**src/rtl/bp_pkg.sv**
```systemverilog
// Shared types and helpers for the branch predictor: table index modes,
// counter reset value and the lookup/update index hash.
// Pure definitions, no state.
package bp_pkg;

    typedef enum logic {
        BP_CONCAT = 1'b0,
        BP_GSHARE = 1'b1
    } bp_mode_e;

    // Weakly not-taken: MSB clear, every lower bit set.
    function automatic int bp_ctr_init(input int ctr_w);
        return (1 << (ctr_w - 1)) - 1;
    endfunction

    // Lookup and update must hash identically so both reach the same entry.
    function automatic logic [31:0] bp_hash(
        input bp_mode_e    mode,
        input int          idx_w,
        input logic [31:0] idx,
        input logic [31:0] hist
    );
        if (mode == BP_CONCAT)
            return (hist << idx_w) | idx;
        return idx ^ hist;
    endfunction

endpackage

```
**src/rtl/bp_sat_ctr.sv**
```systemverilog
// Saturating up/down counter next-state logic for one predictor entry.
// Latency: combinational.
// Backpressure: none.
module bp_sat_ctr #(
    parameter int CTR_W = 2
) (
    input  logic [CTR_W-1:0] ctr_q,
    input  logic             taken,
    output logic [CTR_W-1:0] ctr_d
);

    always_comb begin
        ctr_d = ctr_q;
        if (taken) begin
            if (ctr_q != '1)
                ctr_d = ctr_q + CTR_W'(1);
        end else begin
            if (ctr_q != '0)
                ctr_d = ctr_q - CTR_W'(1);
        end
    end

endmodule

```
**src/rtl/gshare_predictor.sv**
```systemverilog
// Global-history branch predictor with saturating counters and update stats.
// Latency: 1 cycle from accepted request to pred_out_valid; updates land next edge.
// Backpressure: pred_ready drops combinationally in any cycle carrying a mispredict.
module gshare_predictor
    import bp_pkg::*;
#(
    parameter int       IDX_W  = 4,
    parameter int       HIST_W = 3,
    parameter int       CTR_W  = 2,
    parameter bp_mode_e MODE   = BP_GSHARE,
    parameter int       STAT_W = 16
) (
    input  logic              clk,
    input  logic              reset,
    input  logic              pred_valid,
    output logic              pred_ready,
    input  logic [IDX_W-1:0]  pred_index,
    output logic              pred_out_valid,
    output logic              prediction,
    output logic [HIST_W-1:0] pred_hist,
    input  logic              upd_valid,
    input  logic [IDX_W-1:0]  upd_index,
    input  logic [HIST_W-1:0] upd_hist,
    input  logic              upd_taken,
    input  logic              upd_pred,
    output logic              success,
    output logic [STAT_W-1:0] stat_total,
    output logic [STAT_W-1:0] stat_miss
);

    localparam int               TBL_W   = (MODE == BP_CONCAT) ? IDX_W + HIST_W : IDX_W;
    localparam int               TBL_N   = 1 << TBL_W;
    localparam logic [CTR_W-1:0] CTR_RST = CTR_W'(bp_ctr_init(CTR_W));

    typedef struct packed {
        logic              vld;
        logic              taken;
        logic [HIST_W-1:0] hist;
    } rsp_t;

    logic [CTR_W-1:0]  tbl_q [TBL_N];
    logic [HIST_W-1:0] ghr_q;
    rsp_t              rsp_q;
    logic              success_q;
    logic [STAT_W-1:0] stat_total_q;
    logic [STAT_W-1:0] stat_miss_q;

    logic [TBL_W-1:0]  lk_idx;
    logic [TBL_W-1:0]  upd_idx;
    logic              lk_taken;
    logic              lk_acc;
    logic              mispredict;
    logic [CTR_W-1:0]  ctr_nxt;
    logic [HIST_W-1:0] ghr_shift;
    logic [HIST_W-1:0] ghr_fix;

    assign mispredict = upd_valid & (upd_taken != upd_pred);
    assign pred_ready = ~mispredict;
    assign lk_acc     = pred_valid & pred_ready;

    assign lk_idx   = TBL_W'(bp_hash(MODE, IDX_W, 32'(pred_index), 32'(ghr_q)));
    // Resolved branches carry their own history snapshot; the live GHR has moved on.
    assign upd_idx  = TBL_W'(bp_hash(MODE, IDX_W, 32'(upd_index), 32'(upd_hist)));
    assign lk_taken = tbl_q[lk_idx][CTR_W-1];

    if (HIST_W > 1) begin : g_hist_multi
        assign ghr_shift = {ghr_q[HIST_W-2:0], lk_taken};
        assign ghr_fix   = {upd_hist[HIST_W-2:0], upd_taken};
    end else begin : g_hist_single
        assign ghr_shift = lk_taken;
        assign ghr_fix   = upd_taken;
    end

    bp_sat_ctr #(
        .CTR_W (CTR_W)
    ) u_sat_ctr (
        .ctr_q (tbl_q[upd_idx]),
        .taken (upd_taken),
        .ctr_d (ctr_nxt)
    );

    // Lookup reads tbl_q combinationally before this edge's write, giving read-before-write.
    always_ff @(posedge clk or negedge reset) begin
        if (!reset) begin
            for (int i = 0; i < TBL_N; i++)
                tbl_q[i] <= CTR_RST;
        end else if (upd_valid) begin
            tbl_q[upd_idx] <= ctr_nxt;
        end
    end

    always_ff @(posedge clk or negedge reset) begin
        if (!reset) begin
            ghr_q <= '0;
        end else if (mispredict) begin
            ghr_q <= ghr_fix;
        end else if (lk_acc) begin
            ghr_q <= ghr_shift;
        end
    end

    always_ff @(posedge clk or negedge reset) begin
        if (!reset) begin
            rsp_q     <= '0;
            success_q <= 1'b0;
        end else begin
            rsp_q.vld <= lk_acc;
            if (lk_acc) begin
                rsp_q.taken <= lk_taken;
                rsp_q.hist  <= ghr_q;
            end
            success_q <= upd_valid & ~mispredict;
        end
    end

    always_ff @(posedge clk or negedge reset) begin
        if (!reset) begin
            stat_total_q <= '0;
            stat_miss_q  <= '0;
        end else begin
            if (upd_valid && stat_total_q != '1)
                stat_total_q <= stat_total_q + STAT_W'(1);
            if (mispredict && stat_miss_q != '1)
                stat_miss_q <= stat_miss_q + STAT_W'(1);
        end
    end

    assign pred_out_valid = rsp_q.vld;
    assign prediction     = rsp_q.taken;
    assign pred_hist      = rsp_q.hist;
    assign success        = success_q;
    assign stat_total     = stat_total_q;
    assign stat_miss      = stat_miss_q;

endmodule

```
**config.mk**
```make
export PLATFORM = sky130hd
export DESIGN_NAME = gshare_predictor
export DESIGN_NICKNAME = d
export VERILOG_FILES = /design/src/rtl/bp_pkg.sv /design/src/rtl/bp_sat_ctr.sv /design/src/rtl/gshare_predictor.sv
export SDC_FILE = /design/constraint.sdc
export NUM_CORES = 1
export LEC_CHECK = 0
export BUFFER_PORTS_ARGS = -buffer_cell sky130_fd_sc_hd__buf_2
export CAP_MARGIN = 30
export CORE_MARGIN = 2
export CORE_UTILIZATION = 45
export DETAILED_ROUTE_END_ITERATION = 12
export PLACE_DENSITY = 0.73
export SYNTH_ARGS = -nofsm -noshare
export SYNTH_HDL_FRONTEND = slang
export SYNTH_SLANG_ARGS = --single-unit
```
**constraint.sdc**
```tcl
create_clock -name clk -period 1.94 [get_ports clk]
set_input_delay 0.194 -clock clk [delete_from_list [all_inputs] [get_ports clk]]
set_output_delay 0.194 -clock clk [all_outputs]
set_load 0.005 [all_outputs]
```
# --- Yosys cells after proc, flatten, opt, wreduce, memory -nomap -nowiden ---
# Index checks and enable logic that the tools add are counted.
totals:
  wordCells: 61
  register_bits: 73
classes:
  n_addsub: 4
  eq_ne: 4
  reduce_logical: 5
  bitwise: 8
  muxes: 14
  magnitude_cmp: 3
ops:
  columns: ["op", "count"]
  rows:
  - ["adder 16 x 1 -> 16 bit (second input constant)", 2]
  - ["bitwise mux 32 bit", 1]
  - ["inequality test 16 bit (second input constant)", 2]
  - ["binary-select mux 2 bit (select 4 bit)", 2]
  - ["2-to-1 mux 2 bit", 8]
  - [">= comparator 5 bit (second input constant)", 2]
  - ["inverter 4 -> 5 bit", 2]
  - ["demux 2 bit (select 4 bit)", 1]
  - ["bitwise XOR 4 x 3 -> 4 bit", 2]
  - ["2-to-1 mux 3 bit", 2]
  - ["less-than comparator 5 x 1 -> 1 bit (second input constant)", 1]
  - ["nonzero test 2 bit", 2]
  - ["AND 1 bit", 3]
  - ["logical AND 1 bit", 3]
  - ["adder 2 x 1 -> 2 bit (second input constant)", 1]
  - ["inequality test 2 bit (second input constant)", 1]
  - ["subtractor 2 x 1 -> 2 bit (second input constant)", 1]
  - ["inequality test 1 bit", 1]
  - ["inverter 1 bit", 1]

# --- Longest topological paths before layout ---
# Gate-level depths: netlist of run 1.
depth:
  ltp_word: 9
  mapped_depth: 7

# --- By module ---
# A second synthesis of run 1 with hierarchy kept.
unflattened:
  hier_cells: 292
  hier_area_um2: 3602.2
modules_own_cells:
  columns: ["mod", "area_per_inst_um2", "cells_per_inst", "n_inst"]
  rows:
  - ["gshare_predictor", 3575.9, 289, 1]
  - ["bp_sat_ctr", 26.3, 3, 1]

# --- Least setup slack after synthesis of run 1 ---
# No wires, ideal clock.
synth_path:
  kind: "input-to-reg"
  start: "input port upd_index[0]"
  end: "register tbl_q[11] in the netlist's numbering"
  arrival_time_ns: 2.130
  path_stages: 6
  path_slack_ns: -0.315
  path_cell_list: "xor2_1 buf_6 mux4_1 mux2_2 maj3_2 mux2_2"
synth_via:
  elab_chain_cells: 9
  word_cells_on_any_way: 18
  cone_classes: "add/sub: 2; order compare: 2; eq/ne: 1; mux: 9; bitwise: 2; reduce/logical: 2"
synth_rtl:
  columns: ["element", "line_no", "source"]
  rows:
  - ["from (decl)", "gshare_predictor.sv:22", "input logic [IDX_W-1:0] upd_index,"]
  - ["bitwise XOR 4 x 3 -> 4 bit (*)", "bp_pkg.sv:25", "return idx ^ hist;"]
  - ["inverter 4 -> 5 bit (implied by the code) (*)", "gshare_predictor.sv:77, gshare_predictor.sv:88", null]
  - ["binary-select mux 2 bit (select 4 bit)", "gshare_predictor.sv:77", ".ctr_q (tbl_q[upd_idx]),"]
  - ["2-to-1 mux 2 bit (implied by the code) (2 in a row)", "gshare_predictor.sv:77", null]
  - ["subtractor 2 x 1 -> 2 bit, or another cell as far along", "bp_sat_ctr.sv:19", "ctr_d = ctr_q - CTR_W'(1);"]
  - ["2-to-1 mux 2 bit, on equally long branches", "bp_sat_ctr.sv:18, bp_sat_ctr.sv:15", null]
  - ["2-to-1 mux 2 bit", "bp_sat_ctr.sv:14", "if (taken) begin"]
  - ["bitwise mux 32 bit (*)", "gshare_predictor.sv:88", "tbl_q[upd_idx] <= ctr_nxt;"]
  - ["to (signal, indexed assignment)", "gshare_predictor.sv:88", null]
  - ["to (decl)", "gshare_predictor.sv:41", "logic [CTR_W-1:0] tbl_q [TBL_N];"]
# Every way passes the cells marked *; elsewhere a longest branch is shown, timed or not. The select of a mux whose other input is x is not followed.
# A chain may end at the register's enable or synchronous reset.

# --- Final worst setup path of run 1 ---
layout_path:
  start: "register tbl_q[15] in the netlist's numbering"
  end: "register tbl_q[5] in the netlist's numbering"
layout_via:
  elab_chain_cells: 7
  word_cells_on_any_way: 11
  cone_classes: "add/sub: 2; eq/ne: 1; mux: 7; reduce/logical: 1"
layout_rtl:
  columns: ["element", "line_no"]
  rows:
  - ["binary-select mux 2 bit (select 4 bit) (*)", "gshare_predictor.sv:77"]
  - ["2-to-1 mux 2 bit (implied by the code) (*) (2 in a row)", "gshare_predictor.sv:77"]
  - ["subtractor 2 x 1 -> 2 bit, or another cell as far along", "bp_sat_ctr.sv:19"]
  - ["2-to-1 mux 2 bit, on equally long branches", "bp_sat_ctr.sv:18, bp_sat_ctr.sv:15"]
  - ["2-to-1 mux 2 bit (*)", "bp_sat_ctr.sv:14"]
  - ["bitwise mux 32 bit (*)", "gshare_predictor.sv:88"]
# Marks and branches as above.

==> flow_summary_export.csv, run 1 <==
group,metric,value,unit
floorplanning,rows,32,
detailed_routing,vias,2651,
setup_path,cp_max_fo,8,
detailed_routing,ant_nets,0,
cts,clk_pin_slew,0.08,ns
sta,slew_headroom,59.33,%
floorplanning,die_w,94.15,um
detailed_routing,drcViolationCount,0,
synth,synth.yosys.seq_area_share,50.50,%
synth,synth.distinct_cells,39,
placed_design,dp.final_hpwl,5890,um
cells_and_area,antenna-diode-count,0,
cts,cts_tree,"done",
detailed_routing,firstDrtPassIters,4,
cells_and_area,instances_no_fill,492,
outcome,violations,"setup timing",
synth,yosys.area.top_type,"dfrtp_1",
cts,clk_latency,0.34,ns
sta,slew_viol_final,0,
pwr,power_density,1174,nW/um^2
cts,clk_path_buf_depth,2,
pwr,power,0.005295,W
sta,hold_viol,0,
setup_path,end_kind,"flop",
global_route,grt_pass1_wl,13050,um
setup_path,startpoint_type,"flop",
setup_path,crit_arrival,2.18,ns
sta,tightest_slew,0.6101,ns
sta,post-route-period-util,101.0,%
cts,numCtsBuffers,9,
pwr,p_leak,2.063,nW
global_route,grt_overflow,0,
synth,ys_seq_elements,73,
sta,rsz0062_at_grt,"true",
outcome,status,"finished, violations left",
synth,synth-edff-count,0,
cells_and_area,area_growth,23.30,%
placed_design,place_inst,472,
cells_and_area,final_nets,404,
global_route,grt_usage,19.06,%
setup_path,critPathKind,"flop to flop",
global_route,antenna_found_initial,0,
synth,synthCells,300,
sta,layout_min_cycle_time,1.959,ns
floorplanning,start_util,46.84,%
cells_and_area,n_fill_cell,676,
sta,fmax,510.5,MHz
floorplanning,die_h,94.15,um
floorplanning,io_pins,56,
detailed_routing,drtIter0Drc,92,
placed_design,dpl_worst_slack,-0.4273,ns
detailed_routing,detail_route.wl_per_cell,16.18,um
cts,cts_sinks,73,
placed_design,port_buffers,55,
detailed_routing,drt_wl_total,7962,um
sta,clock_skew,0.007456,ns
synth,synth.top_cell.area_share,39.00,%
cts,cts.htree.levels,3,
cts,clock-root-buffer,"clkbuf_8",
synth,synth_nets,319,
synth,yosysWarnings,0,
global_route,grt_pass1_vias,2716,
detailed_routing,avgViaCountPerCell,5.388,
floorplanning,core_area,7807,sq um
sta,setup_violations,9,
sta,worst_slack,-0.01870,ns
cells_and_area,drive_gt1_share,41.54,%
floorplanning,dieArea,8864,sq um
flow_run,cap_violations,0,
setup_path,worstPathRequired,2.16,ns
synth,avgSynthCellArea,12.19,sq um
min_path,hp-class,"input port to flop",
synth,synth_ff_type,"dfrtp_1",
synth,synth_area_leaders,"dfrtp_1 39%, dfstp_2 11%, mux2_2 9.9%, xnor2_1 6.0%, mux4_2 4.9%",
placed_design,globalplace.congestion,0.8174,
pwr,vdd_drop_max,0.0006756,V
synth,netlist_area,3657,sq um
synth,async_flop_share,100.0,%
global_route,grt_max_degree,50,
-- final timing paths --
kind | startpoint | endpoint | slack (ns) | cells past startpoint
hold / removal | upd_valid | success$_DFF_PN0_ | 0.16 | 3
max in group asynchronous | reset | stat_miss[2]$_DFFE_PN0P_ | 0.98 | 3
min in group asynchronous | reset | stat_total[11]$_DFFE_PN0P_ | 0.41 | 3
setup reg to reg | tbl_q[15]$_DFFE_PN0P_ | tbl_q[5]$_DFFE_PN0P_ | -0.02 | 4
setup / recovery | tbl_q[15]$_DFFE_PN0P_ | tbl_q[5]$_DFFE_PN0P_ | -0.02 | 4
hold reg to reg | stat_miss[12]$_DFFE_PN0P_ | stat_miss[12]$_DFFE_PN0P_ | 0.49 | 1
-- cell usage in the layout (no fill, tap or decap), types with 4 or more instances in the layout --
cell type,synthesis,routed
clkbuf_8,0,9
buf_2,0,55
nand4_1,8,8
dfrtp_1,57,57
or3_1,10,10
xor2_1,13,11
and2_1,5,5
inv_1,9,9
nand2_1,24,24
mux2_2,32,23
mux2i_1,5,5
buf_4,0,22
o21ai_1,8,8
mux4_2,8,10
xnor2_1,25,25
dfstp_2,16,16
nor2_1,16,16
mux2_4,0,9
nand3_1,14,14
nor3_1,4,4
-- critical path, cell delays in order (launching register included) --
cell and delay (ns):
dfrtp_1 0.41, mux4_2 0.47, mux2_4 0.29, maj3_2 0.38, mux2_4 0.29
-- cell usage after synthesis, types with 4 or more instances --
| cell | number |
|---|---|
| dfrtp_1 | 57 |
| mux2_2 | 32 |
| xnor2_1 | 25 |
| nand2_1 | 24 |
| dfstp_2 | 16 |
| nor2_1 | 16 |
| nand3_1 | 14 |
| xor2_1 | 13 |
| or3_1 | 10 |
| inv_1 | 9 |
| mux4_2 | 8 |
| nand4_1 | 8 |
| o21ai_1 | 8 |
| and2_1 | 5 |
| clkbuf_1 | 5 |
| mux2i_1 | 5 |
| and3_1 | 4 |
| mux4_1 | 4 |
| nor3_1 | 4 |
-- registers in the layout, indices dropped and copies added, names as in the netlist --
register and cells:
stat_total 16, prediction 1, tbl_q 32, pred_hist 3, pred_out_valid 1, success 1, stat_miss 16, ghr_q 3
-- final cells by class --
type / count / area (sq um) / share of cell area, %
tap: 102 / 127.6 / 2.830
sequential: 73 / 1847 / 40.95
clock buffer: 11 / 131.4 / 2.913
inverter: 9 / 33.78 / 0.7492
timing repair buffer: 80 / 481.7 / 10.68
clock inverter: 5 / 56.30 / 1.249
multi-input combinational: 212 / 1832 / 40.62
-- metrics by stage --
| step | TNS (ns) | cell area [sq um] | utilization (%) | hold WS [ns] |
|---|---|---|---|---|
| after floorplan | -1.550 | 3681 | - | -0.1016 |
| after global placement | -11.03 | 4210 | 53.93 | 0.2062 |
| after detailed placement | -12.67 | 4210 | 53.93 | 0.2106 |
| after CTS | 0 | 4448 | 56.97 | 0.1346 |
| after global routing | -0.8742 | 4509 | 57.76 | 0.1647 |
| final | -0.07313 | 4509 | 57.76 | 0.1573 |
-- routing by layer --
metal	vias to the layer above	track usage [%]	share of wire (%)
li1	1244	-	-
met1	1313	25.61	44
met2	86	30.71	49
met3	8	5.217	6.3
met4	0	4.952	0.90
met5	-	0	0
-- logic make-up (layout without fill, tap and decap cells) --
family          Yosys count  count (layout)  share of synthesized area [%]
mux                      50              50                          19.33
compound gates           21              21                          3.558
fa+ha+maj                 6               6                          1.881
flops                    73              73                          50.50
xor+xnor                 39              39                          9.545
simple gates             96              96                          13.45
buf+inv                  15             105                          1.745
-- repair_timing --
| action | 4_1_cts | 5_1_grt |
|---|---|---|
| gates resized for setup | 4 | 11 |
| buffers inserted | 1 | 2 |
| pin swaps | 2 | 3 |
| hold buffers | 1 | 0 |
| endpoints found under the hold margin | 57 | 0 |
| setup endpoints to repair | 30 | 22 |
-- power by group --
group          total, W  leakage, nW  switching (W)  internal [W]
registers       0.00250        0.908       0.000401       0.00210
clock network   0.00115       0.0933       0.000554      0.000593
logic           0.00164         1.06       0.000687      0.000957
(Power assumes the default switching activity.)
==> run 2: changes to the inputs <==
Settings changed: BUFFER_PORTS_ARGS -buffer_cell sky130_fd_sc_hd__buf_2 to -buffer_cell sky130_fd_sc_hd__buf_4, CELL_PAD_IN_SITES_DETAIL_PLACEMENT set to 1, CELL_PAD_IN_SITES_GLOBAL_PLACEMENT set to 1, CORE_MARGIN 2 to not set, CORE_UTILIZATION 45 to 41, PLACE_DENSITY 0.73 to 0.81.
==> run 2 against run 1 <==
Net effect: the run still ends with setup timing left; critical path depth up 2; register-to-register slack worse by 0.10 ns; cell count up 2.0%; maximum frequency down 5.0%; global-route usage up 3.0 points; non-clock buffer count up 4; worst setup slack worse by 0.10 ns; critical endpoint is now ghr_q[0]$_DFFE_PN0P_; highest routed layer unchanged.
==> flow_summary_export.csv, run 2 (synthesis gave the netlist of run 1 again) <==
group,metric,value,unit
setup_path,startpoint_type,"flop",
cells_and_area,layout_common_cells,"79 x buf_4, 57 x dfrtp_1, 25 x xnor2_1",
setup_path,worstPathRequired,2.16,ns
cells_and_area,final_nets,408,
detailed_routing,firstDrtPassIters,4,
detailed_routing,drtIter0Drc,127,
setup_path,crit_arrival,2.28,ns
sta,post-route-period-util,106.3,%
setup_path,critPathKind,"flop to flop",
cells_and_area,antenna-diode-count,0,
pwr,p_leak,2.177,nW
cts,clk_pin_slew,0.08,ns
detailed_routing,drcViolationCount,0,
detailed_routing,detail_route.wl_per_cell,19.64,um
setup_path,regToRegEndpoint,"ghr_q[0]$_DFFE_PN0P_",
placed_design,dp.final_hpwl,6620,um
cells_and_area,drive_gt1_share,43.15,%
flow_run,cap_violations,0,
cts,clk_path_buf_depth,2,
pwr,p_seq_share,43.6,%
detailed_routing,vias,2764,
global_route,grt_usage,22.05,%
floorplanning,io_pins,56,
setup_path,critPathBufInv,1,
setup_path,max_stage_delay,0.51,ns
setup_path,crit_family,"multiplexers",
cells_and_area,final_common_cell,"buf_4",
setup_path,end_kind,"flop",
min_path,hp-class,"input port to flop",
cts,cts_tree,"done",
floorplanning,start_util,42.14,%
pwr,swShare,31.13,%
pwr,switchingPower,0.001808,W
cells_and_area,largest_reg_flops,32,
floorplanning,dieArea,9302,sq um
sta,setup_violations,25,
sta,layout_min_cycle_time,2.062,ns
sta,slew_headroom,63.51,%
setup_path,crit_slowest_cell,"mux4_2",
pwr,clock_power_share,22.1,%
outcome,status,"finished, violations left",
sta,fmax,484.9,MHz
cells_and_area,area_growth,30.89,%
cells_and_area,n_fill_cell,913,
detailed_routing,ant_nets,0,
cts,numCtsBuffers,9,
floorplanning,rows,34,
pwr,p_int,0.003999,W
placed_design,place_area,4390,sq um
placed_design,globalplace.congestion,0.8032,
floorplanning,die_w,96.45,um
pwr,power,0.005807,W
floorplanning,die_h,96.45,um
sta,rsz0062_at_grt,"true",
sta,clock_skew,0.01123,ns
cells_and_area,final_cell_area,4787,sq um
min_path,worstHoldStart,"pred_valid",
placed_design,port_buffers,55,
setup_path,cp_max_fo,4,
min_path,min_to,"ghr_q[0]$_DFFE_PN0P_",
cts,cts.htree.levels,3,
pwr,power_frac_comb,34.3,%
pwr,vdd_drop_max,0.0003771,V
cells_and_area,finish.utilization,55.16,%
min_path,min_path_cells,2,
cts,clock-root-buffer,"clkbuf_8",
cts,cts_sinks,73,
sta,worst_slack,-0.1224,ns
setup_path,crit_chain,"xor2_2 > buf_6 > mux4_2 > a22oi_2 > nor4b_4 > a311oi_2",
sta,slew_viol_final,0,
global_route,grt_max_degree,41,
detailed_routing,drt_wl_total,9860,um
pwr,power_density,1213,nW/um^2
floorplanning,core_area,8678,sq um
global_route,antenna_found_initial,0,
sta,tightest_slew,0.5474,ns
sta,hold_viol,0,
global_route,grt_pass1_vias,2887,
cts,clk_latency,0.35,ns
outcome,violations,"setup timing",
global_route,grt_pass1_wl,15150,um
setup_path,r2r_start,"ghr_q[0]$_DFFE_PN0P_",
setup_path,regToRegSetupSlack,-0.12,ns
setup_path,worst_r2r_path_depth,6,
global_route,grt_overflow,0,
cells_and_area,largest-register,"tbl_q",
detailed_routing,avgViaCountPerCell,5.506,
## run 2: cell count changes in the layout (fill, tap and decap cells not counted), sizes merged
| cell | delta |
|---|---|
| buf | +4 |
| clkbuf | +2 |
| clkinv | -3 |
| inv | +1 |
## run 2: repair_timing
action,in CTS,in global routing
endpoints found under the setup margin,26,34
setup buffers,3,1
hold endpoints to repair,30,0
hold buffers,1,0
resized for setup,14,20
pin swaps,4,5
## run 2: worst max-delay path by stage
stage / start / to / slack [ns] / cells past startpoint
floorplan: upd_hist[0] / tbl_q[11]$_DFFE_PN0P_ / -0.12 / 6
global placement: upd_hist[0] / tbl_q[15]$_DFFE_PN0P_ / -0.36 / 6
detailed placement: upd_hist[0] / tbl_q[3]$_DFFE_PN0P_ / -0.42 / 6
CTS: upd_index[0] / tbl_q[3]$_DFFE_PN0P_ / -0.03 / 6
global route: upd_hist[0] / tbl_q[3]$_DFFE_PN0P_ / -0.14 / 6
finish: ghr_q[0]$_DFFE_PN0P_ / ghr_q[0]$_DFFE_PN0P_ / -0.12 / 6
## run 2: final cells by class
class	count	area, sq um	area share [%]
Timing Repair Buffer	84	664.4	13.88
Inverter	9	33.78	0.7057
Tap cell	108	135.1	2.823
Multi-Input combinational cell	212	1892	39.52
Clock buffer	13	168.9	3.528
Sequential cell	73	1847	38.58
Clock inverter	3	46.29	0.9671
## run 2: per-layer routing
layer	global-route usage (%)	share of wire (%)
met5	0	0
met4	9.559	3.2
met3	4.304	4.2
met2	36.56	49
met1	28.04	43
## run 2: stage by stage
| step | hold slack [ns] | setup TNS, ns | setup slack [ns] | std cells |
|---|---|---|---|---|
| after floorplan | -0.1016 | -1.550 | -0.1172 | 300 |
| after global placement | 0.2106 | -10.49 | -0.3604 | 481 |
| after detailed placement | 0.2146 | -12.01 | -0.4172 | 481 |
| after CTS | 0.1387 | -0.1785 | -0.02789 | 501 |
| after global routing | 0.1414 | -2.886 | -0.1380 | 502 |
| final | 0.1484 | -0.8075 | -0.1224 | 502 |
## run 2: power groups by stage
stage / combinational [W] / clock [W] / sequential [W]
2_1_floorplan: 0.00102 / 0 / 0.00241
3_3_place_gp: 0.00161 / 0 / 0.00250
3_5_place_dp: 0.00169 / 0 / 0.00253
4_1_cts: 0.00183 / 0.00131 / 0.00251
5_1_grt: 0.00217 / 0.00137 / 0.00259
6_report: 0.00199 / 0.00128 / 0.00253
## run 2: worst register-to-register path, delay by kind of cell, from the launching register on
kind / cells / cell delay (ns)
buffers and inverters: 1 / 0.15
XOR/XNOR: 1 / 0.16
AND/OR/NAND/NOR: 1 / 0.32
AO/OA/AOI/OAI: 2 / 0.37
flip-flops: 1 / 0.42
multiplexers: 1 / 0.51
==> run 3: changes to the inputs <==
Settings changed: CORE_UTILIZATION 41 to 31, PLACE_DENSITY 0.81 to not set, PLACE_DENSITY_LB_ADDON set to 0.15.
Clock period 1.94 ns to 2.6 ns, I/O delays scaled along.
==> run 3 against run 2 <==
Net effect: the flow now finishes without violations; largest power group unchanged; wire length fell by 12%; worst setup slack improved by 0.61 ns; clock skew fell by 0.0061 ns; die area rose by 32%; clock-buffer cell count fell by 2; highest routed layer unchanged.
==> flow_summary_export.csv, run 3 (synthesis gave the netlist of run 1 again) <==
group,metric,value,unit
outcome,status,"finished clean",
floorplanning,core_area,11470,sq um
pwr,power_density,950.2,nW/um^2
sta,worst_slack,0.4831,ns
cells_and_area,largest_reg_flops,32,
pwr,power_frac_comb,26.1,%
pwr,power,0.004399,W
floorplanning,die_w,110.6,um
detailed_routing,drcViolationCount,0,
detailed_routing,drtIter0Drc,62,
cells_and_area,multi_input_area,1747,sq um
placed_design,dp.final_hpwl,6297,um
detailed_routing,vias,2549,
sta,layout_min_cycle_time,2.117,ns
global_route,top_usage_layer,"met2",
sta,hold_viol,0,
setup_path,startpoint_type,"flop",
placed_design,globalplace.congestion,0.7747,
pwr,p_seq_share,42.6,%
flow_run,cap_violations,0,
global_route,grtUsageMet3,3.293,%
cells_and_area,regArea,1847,sq um
cells_and_area,final_common_cell,"buf_4",
floorplanning,io_pins,56,
cts,cts_sinks,73,
pwr,clock_power_share,31.3,%
placed_design,place_area,4262,sq um
cells_and_area,final_cell_area,4629,sq um
pwr,swShare,28.67,%
sta,post-route-period-util,81.42,%
floorplanning,rows,39,
pwr,p_int,0.003138,W
setup_path,end_kind,"flop",
sta,slew_viol_final,0,
sta,clock_skew,0.005147,ns
cells_and_area,antenna-diode-count,0,
cts,numCtsBuffers,9,
global_route,grt_use_met2,23.27,%
floorplanning,start_util,31.89,%
global_route,grt_overflow,0,
pwr,p_leak,2.054,nW
sta,rsz0062_at_grt,"false",
detailed_routing,ant_nets,0,
sta,setup_violations,0,
setup_path,critPathKind,"flop to flop",
cts,cts_tree,"done",
global_route,grt_util_met1,21.04,%
setup_path,crit_arrival,2.33,ns
global_route,antenna_found_initial,0,
global_route,grt_pass1_vias,2705,
min_path,hp-class,"input port to flop",
global_route,grt_pass1_wl,14550,um
floorplanning,dieArea,12240,sq um
sta,finalSetupTns,0,ns
setup_path,cp_max_fo,5,
sta,slew_headroom,63.87,%
setup_path,worstPathRequired,2.81,ns
detailed_routing,avgViaCountPerCell,4.959,
pwr,switchingPower,0.001261,W
cts,post_cts_buffers,0,
floorplanning,die_h,110.6,um
global_route,grt_usage,15.53,%
sta,whs,0.1729,ns
cts,clk_path_buf_depth,2,
cells_and_area,drive_gt1_share,36.66,%
sta,tightest_slew,0.5414,ns
cells_and_area,final_nets,385,
cells_and_area,n_fill_cell,1263,
cts,clk_latency,0.34,ns
sta,fmax,472.4,MHz
detailed_routing,firstDrtPassIters,4,
global_route,grt_max_degree,74,
placed_design,dpl_worst_slack,0.1306,ns
cts,clock-root-buffer,"clkbuf_16",
cts,cts.htree.levels,3,
cts,clk_pin_slew,0.06,ns
placed_design,port_buffers,55,
cells_and_area,area_growth,26.58,%
detailed_routing,drt_wl_total,8649,um
detailed_routing,detail_route.wl_per_cell,16.83,um
pwr,vdd_drop_max,0.0005089,V
cells_and_area,layout_common_cells,"58 x buf_4, 57 x dfrtp_1, 32 x mux2_2",
cells_and_area,largest-register,"tbl_q",
==> run 3: cell types whose count changed in the layout (fill, tap and decap cells not counted), sizes merged <==
cell    delta
clkinv     +2
bufinv     +1
clkbuf     -2
buf       -23
inv        -1
==> run 3: through the flow <==
stage          instances  util, %
2_1_floorplan        300        -
3_3_place_gp         496    37.16
3_5_place_dp         496    37.16
4_1_cts              512    40.04
5_1_grt              514    40.37
6_report             514    40.37
==> run 3: cell type report <==
class                      instances  share of cell area (%)
clock buffer                      11                   5.459
clock inverter                     5                   1.676
inverter                           9                  0.7297
multi-input combinational        212                   37.73
sequential                        73                   39.89
tap                              143                   3.865
timing repair buffer              61                   10.65
==> run 3: worst max-delay path, stage by stage (launching register included) <==
cell and delay [ns]:
dfrtp_1 0.44, xor2_1 0.17, buf_4 0.17, mux4_2 0.52, a22oi_1 0.22, nor3b_1 0.31, a311oi_1 0.15
==> run 3: power by group through the flow <==
| stage | registers [W] | clock network [W] | logic [W] |
|---|---|---|---|
| final | 0.00187 | 0.00138 | 0.00115 |
| after global routing | 0.00193 | 0.00145 | 0.00127 |
| after CTS | 0.00188 | 0.00141 | 0.00116 |
| after detailed placement | 0.00189 | 0 | 0.00116 |
| after global placement | 0.00189 | 0 | 0.00113 |
| after floorplan | 0.00180 | 0 | 0.000754 |
==> run 3: layer usage <==
| layer | vias to the layer above | share of wire (%) |
|---|---|---|
| met5 | - | 0 |
| li1 | 1213 | - |
| met3 | 13 | 2.9 |
| met2 | 44 | 46 |
| met4 | 0 | 2.3 |
| met1 | 1279 | 49 |
==> run 3: repair_timing <==
item                                   CTS  global route
hold buffers                             0             1
endpoints found under the hold margin    0             4
gates resized for setup                  0             0
==> run 3: worst paths after layout <==
path,from,to,slack (ns),cells after the start
setup / recovery,ghr_q[0]$_DFFE_PN0P_,ghr_q[0]$_DFFE_PN0P_,0.48,6
hold / removal,upd_hist[0],ghr_q[1]$_DFFE_PN0P_,0.17,3
setup reg to reg,ghr_q[0]$_DFFE_PN0P_,ghr_q[0]$_DFFE_PN0P_,0.48,6
hold reg to reg,stat_miss[12]$_DFFE_PN0P_,stat_miss[12]$_DFFE_PN0P_,0.49,1
max in group asynchronous,reset,tbl_q[26]$_DFFE_PN1P_,1.69,3
min in group asynchronous,reset,tbl_q[31]$_DFFE_PN0P_,0.32,2
